[src/rtl/fp_wb_pkg.sv]
// Shared types and constants for the fpadd writeback stage.
package fp_wb_pkg;

  localparam int unsigned WB_W = 64;

  // Bit positions inside the 5-bit IEEE exception flag vector.
  localparam int unsigned FLG_NV = 4;
  localparam int unsigned FLG_DZ = 3;
  localparam int unsigned FLG_OF = 2;
  localparam int unsigned FLG_UF = 1;
  localparam int unsigned FLG_NX = 0;

  localparam logic [63:0] CANON_NAN64 = 64'h7FF8000000000000;

  typedef struct packed {
    logic [WB_W-1:0] result;
    logic [4:0]      flags;
    logic            denorm;
    logic [4:0]      tag;
  } wb_entry_t;

  typedef enum logic [1:0] {
    EMPTY,
    ONE,
    FULL
  } wb_state_t;

  // Exponent all-ones with a nonzero mantissa.
  function automatic logic is_nan64(logic [63:0] v);
    return (&v[62:52]) && (|v[51:0]);
  endfunction

endpackage

[src/rtl/fp_nan_canon.sv]
// Replaces any f64 NaN with the canonical quiet NaN; other values pass unchanged.
module fp_nan_canon
  import fp_wb_pkg::*;
(
  input  logic [63:0] result_i,
  output logic [63:0] result_o
);

  // Pure select; flags are untouched by canonicalisation.
  always_comb begin
    result_o = is_nan64(result_i) ? CANON_NAN64 : result_i;
  end

endmodule

[src/rtl/fp_result_wb.sv]
// Writeback stage behind fpadd: 2-entry skid buffer, sticky fflags, retire counter.
// Optional build macro FPWB_NAN_CANON_EN canonicalises NaN results on capture.
module fp_result_wb
  import fp_wb_pkg::*;
#(
  parameter int unsigned WIDTH = 64,
  parameter int unsigned CNT_W = 32
) (
  input  logic             clk,
  input  logic             reset_n,
  input  logic             in_valid,
  output logic             in_ready,
  input  logic [WIDTH-1:0] in_result,
  input  logic [4:0]       in_flags,
  input  logic             in_denorm,
  input  logic [4:0]       in_tag,
  output logic             out_valid,
  input  logic             out_ready,
  output logic [WIDTH-1:0] out_result,
  output logic [4:0]       out_flags,
  output logic             out_denorm,
  output logic [4:0]       out_tag,
  output logic [4:0]       fflags,
  input  logic             fflags_we,
  input  logic [4:0]       fflags_wdata,
  output logic [CNT_W-1:0] retired
);

  wb_state_t        state_q, state_d;
  wb_entry_t        head_q, head_d, tail_q, tail_d, cap;
  logic [4:0]       fflags_q, fflags_d;
  logic [CNT_W-1:0] retired_q, retired_d;
  logic [WB_W-1:0]  in_res64, cap_result;
  logic             push, pop;

  assign in_res64 = WB_W'(in_result);

`ifdef FPWB_NAN_CANON_EN
  fp_nan_canon u_nan_canon (
    .result_i (in_res64),
    .result_o (cap_result)
  );
`else
  assign cap_result = in_res64;
`endif

  // Entry captured from fpadd on an input transfer.
  always_comb begin
    cap = '{result: cap_result, flags: in_flags, denorm: in_denorm, tag: in_tag};
  end

  // Handshakes decode from the registered state only; no out_ready -> in_ready path.
  always_comb begin
    in_ready  = (state_q != FULL);
    out_valid = (state_q != EMPTY);
    push      = in_valid && in_ready;
    pop       = out_valid && out_ready;
  end

  // Next state and entry movement; head is always the oldest entry.
  always_comb begin
    state_d = state_q;
    head_d  = head_q;
    tail_d  = tail_q;
    unique case (state_q)
      EMPTY: begin
        if (push) begin
          head_d  = cap;
          state_d = ONE;
        end
      end
      ONE: begin
        if (push && pop) begin
          head_d = cap;
        end else if (push) begin
          tail_d  = cap;
          state_d = FULL;
        end else if (pop) begin
          state_d = EMPTY;
        end
      end
      FULL: begin
        if (pop) begin
          head_d  = tail_q;
          state_d = ONE;
        end
      end
      default: state_d = EMPTY;
    endcase
  end

  // Sticky flags collect on acceptance; a software write replaces the old value first.
  always_comb begin
    fflags_d  = (fflags_we ? fflags_wdata : fflags_q) | (push ? in_flags : 5'b0);
    retired_d = retired_q + CNT_W'(pop);
  end

  // Buffer state register.
  always_ff @(posedge clk) begin
    if (!reset_n) begin
      state_q <= EMPTY;
    end else begin
      state_q <= state_d;
    end
  end

  // Entry storage; cleared on reset so data outputs read zero.
  always_ff @(posedge clk) begin
    if (!reset_n) begin
      head_q <= '0;
      tail_q <= '0;
    end else begin
      head_q <= head_d;
      tail_q <= tail_d;
    end
  end

  // fflags and retire counter; reset wins over any same-cycle transfer.
  always_ff @(posedge clk) begin
    if (!reset_n) begin
      fflags_q  <= '0;
      retired_q <= '0;
    end else begin
      fflags_q  <= fflags_d;
      retired_q <= retired_d;
    end
  end

  assign out_result = WIDTH'(head_q.result);
  assign out_flags  = head_q.flags;
  assign out_denorm = head_q.denorm;
  assign out_tag    = head_q.tag;
  assign fflags     = fflags_q;
  assign retired    = retired_q;

endmodule

[config.mk]
export PLATFORM = sky130hd
export DESIGN_NAME = fp_result_wb
export DESIGN_NICKNAME = d
export VERILOG_FILES = /design/src/rtl/fp_wb_pkg.sv /design/src/rtl/fp_nan_canon.sv /design/src/rtl/fp_result_wb.sv
export SDC_FILE = /design/constraint.sdc
export NUM_CORES = 1
export LEC_CHECK = 0
export BUFFER_PORTS_ARGS = -buffer_cell sky130_fd_sc_hd__buf_2
export CAP_MARGIN = 20
export CORE_MARGIN = 2
export CORE_UTILIZATION = 48
export CTS_CLUSTER_DIAMETER = 80
export DETAILED_ROUTE_END_ITERATION = 8
export HOLD_SLACK_MARGIN = 0.1
export PLACE_DENSITY = 0.76
export SETUP_SLACK_MARGIN = 0.1
export SYNTH_ARGS = -nofsm -noshare
export SYNTH_HDL_FRONTEND = slang
export SYNTH_SLANG_ARGS = --single-unit
[constraint.sdc]
create_clock -name clk -period 1.9 [get_ports clk]
set_clock_uncertainty 0.1 [all_clocks]
set_input_delay 0.38 -clock clk [delete_from_list [all_inputs] [get_ports clk]]
set_output_delay 0.38 -clock clk [all_outputs]
set_load 0.01 [all_outputs]
==> flow_summary.ini <==
[grt]
grt_pass1_vias = 6418
overflow = 0
grt_antenna_before_repair = 1
grtUsageTotal = 0.223
grt_max_degree = 69
grt_pass1_wl_mm = 30.5

[synthesis]
ys_seq_elements = 189
ys.warnings.count = 0
syn_inst = 873
ys_types = 38
syn_nets = 960
yosysSeqAreaShare = 0.492
syn_area_per_cell_um2 = 8.81
syn_area_um2 = 7690

[drt]
firstDrtPassIters = 4
vias = 7117
wl_per_cell_um = 15.1
finalWirelength_mm = 20.4
antenna_left = 0
vias_per_cell = 5.26
drc = 0
drt_iter0_drc = 513

[timing]
max_slew_margin = 0.721
hold_viol_final = 0
slew_violations = 0
min_period_over_period = 0.943
fmaxAchievable_ghz = 0.558
setup_viol_count_final = 0
fin_crit_ps = 1790
finalSetupTns_ps = 0
worstMarginPinSlew_ps = 418
rsz0062_at_grt = true

[floorplanning]
ios = 199
start_util = 0.487
rows = 46
fp.dieArea_um2 = 17000
die_h_um = 131
coreArea_um2 = 15800
die_w_um = 131

[power]
leakagePower_nw = 4.75
p_per_area_nw_per_um2 = 873
finalPower_mw = 9.09
ir_drop_mv = 0.601

[worst_setup_path]
rr_worst_depth = 6
critPathKind = register to register
critPathCaptureType = register
setup.worst_path.start_class = register
r2r-start = state_q[0]$_SDFFE_PN0P_
setup.worst_path.start = state_q[0]$_SDFFE_PN0P_
worstPathRequired_ps = 2160
worstPathArrival_ps = 2050
cp_max_fo = 8

[outcome]
outcome = complete, no violations

[cells_and_area]
drive_gt1_frac = 0.272
final_nets = 1210
area_growth_pct = 35.4
final_cells = 1353
fin_util = 0.660
mostFrequentLayoutCells = buf_2, dfxtp_1, nand2_1
stdcell_area_um2 = 10400
fillers = 1335
layout_commonest_cell = buf_2

[placed_design]
dpl.hpwl_mm = 12.4
portBuffers = 198
place_inst = 1255
place_area_um2 = 9080
gp_congestion = 0.886

[clocking]
cts_buffer_depth = 2
cts.reportedPaths.clkPinSlew_ps = 70
clockRootBuffer = clkbuf_16
clk_latency_ps = 430
tritoncts = built
cts_made_buffers = 17
cts_sinks = 189
cts_max_level = 4

[hold_path]
hold_depth = 3
hp-start = in_result[14]
hold_class = primary input to register

[run]
drv_cap = 0
==> path summary, 6_finish.rpt <==
path | end | slack (ps)
setup / recovery | retired[26]$_SDFF_PN0_ | 110
hold / removal | tail_q[25]$_SDFFE_PN0P_ | 110
setup reg to reg | retired[26]$_SDFF_PN0_ | 110
hold reg to reg | tail_q[3]$_SDFFE_PN0P_ | 350
==> logic make-up after synthesis <==
group	synth area share
adders and majority gates	0.00325
and+or+nand+nor	0.186
xor gates and xnor gates	0.0114
buffers and inverters	0.0431
DFF	0.492
muxes	0.109
AOI/OAI and AO/OA	0.155
==> through the flow <==
stage | hold slack [ps] | setup WS, ps
final | 110 | 107
after global routing | 102 | 23.0
after CTS | 100 | 102
after detailed placement | 346 | -47.1
after global placement | 340 | 1.43
after floorplan | 336 | 103
==> power breakdown <==
part / leakage [nW] / internal, mW / switching [mW]
Sequential: 1.55 / 4.17 / 0.112
Clock: 0.300 / 2.05 / 1.61
Combinational: 2.91 / 0.530 / 0.624
==> critical path, stage by stage (launching register included) <==
cell and delay (ps):
dfxtp_4 360, o211a_4 180, ha_4 120, and4_4 300, nand4_1 110, or4_1 410
a21oi_1 140
==> per-layer routing <==
metal  vias up  track usage  routed length (um)  part of all wire
met1      3324        0.289                9150              0.45
met4         0       0.0814                 438             0.021
met5         -            0                   0                 0
met3        32       0.0554                1240             0.060
met2       201        0.364                9620              0.47
li1       3560            -                   -                 -
==> registers in the layout (all words and copies together) (netlist names) <==
signal	count
retired	32
tail_q	75
state_q	2
out_result	64
out_flags	5
fflags	5
out_denorm	1
out_tag	5
==> cells in the mapped netlist (all sizes together) <==
library cell  number  area share
a211oi            75       0.073
a21oi             97       0.063
and2               3      0.0024
and3               2      0.0016
and4               7      0.0080
buf               37       0.026
clkbuf            31       0.015
dfxtp            189        0.49
dlygate4sd1        1      0.0011
ha                 2      0.0033
inv                2     0.00098
mux2i             84        0.11
nand2            163       0.080
nand2b             6      0.0049
nand3             18       0.014
nand3b             2      0.0020
nand4             12      0.0098
nor2              89       0.043
nor2b              1     0.00081
nor3b              1      0.0016
nor4               3      0.0024
o211a              1      0.0013
o21a               1     0.00098
o21ai              9      0.0059
o311ai             1      0.0011
o31ai              8      0.0078
o41ai              1      0.0011
or2                1     0.00081
or3                8      0.0068
or4                8      0.0078
xnor2              1      0.0011
xor2               9       0.010
==> layout make-up <==
class / count / area [um2] / area share
Clock inverter: 13 / 155 / 0.0149
Sequential cell: 189 / 3790 / 0.364
Clock buffer: 19 / 453 / 0.0435
Tap cell: 216 / 270 / 0.0260
Inverter: 2 / 12.5 / 0.00120
Multi-Input combinational cell: 613 / 3650 / 0.350
Antenna cell: 1 / 2.50 / 0.000240
Timing Repair Buffer: 300 / 2070 / 0.199
==> repair_timing <==
action	in CTS	in global routing
endpoints found under the setup margin	7	62
pin swaps	2	9
cloned	0	3
hold buffers	48	0
endpoints found under the hold margin	48	0
resized for setup	2	14
buffers inserted	1	13
No activity file was read; power rests on OpenSTA's default activity.
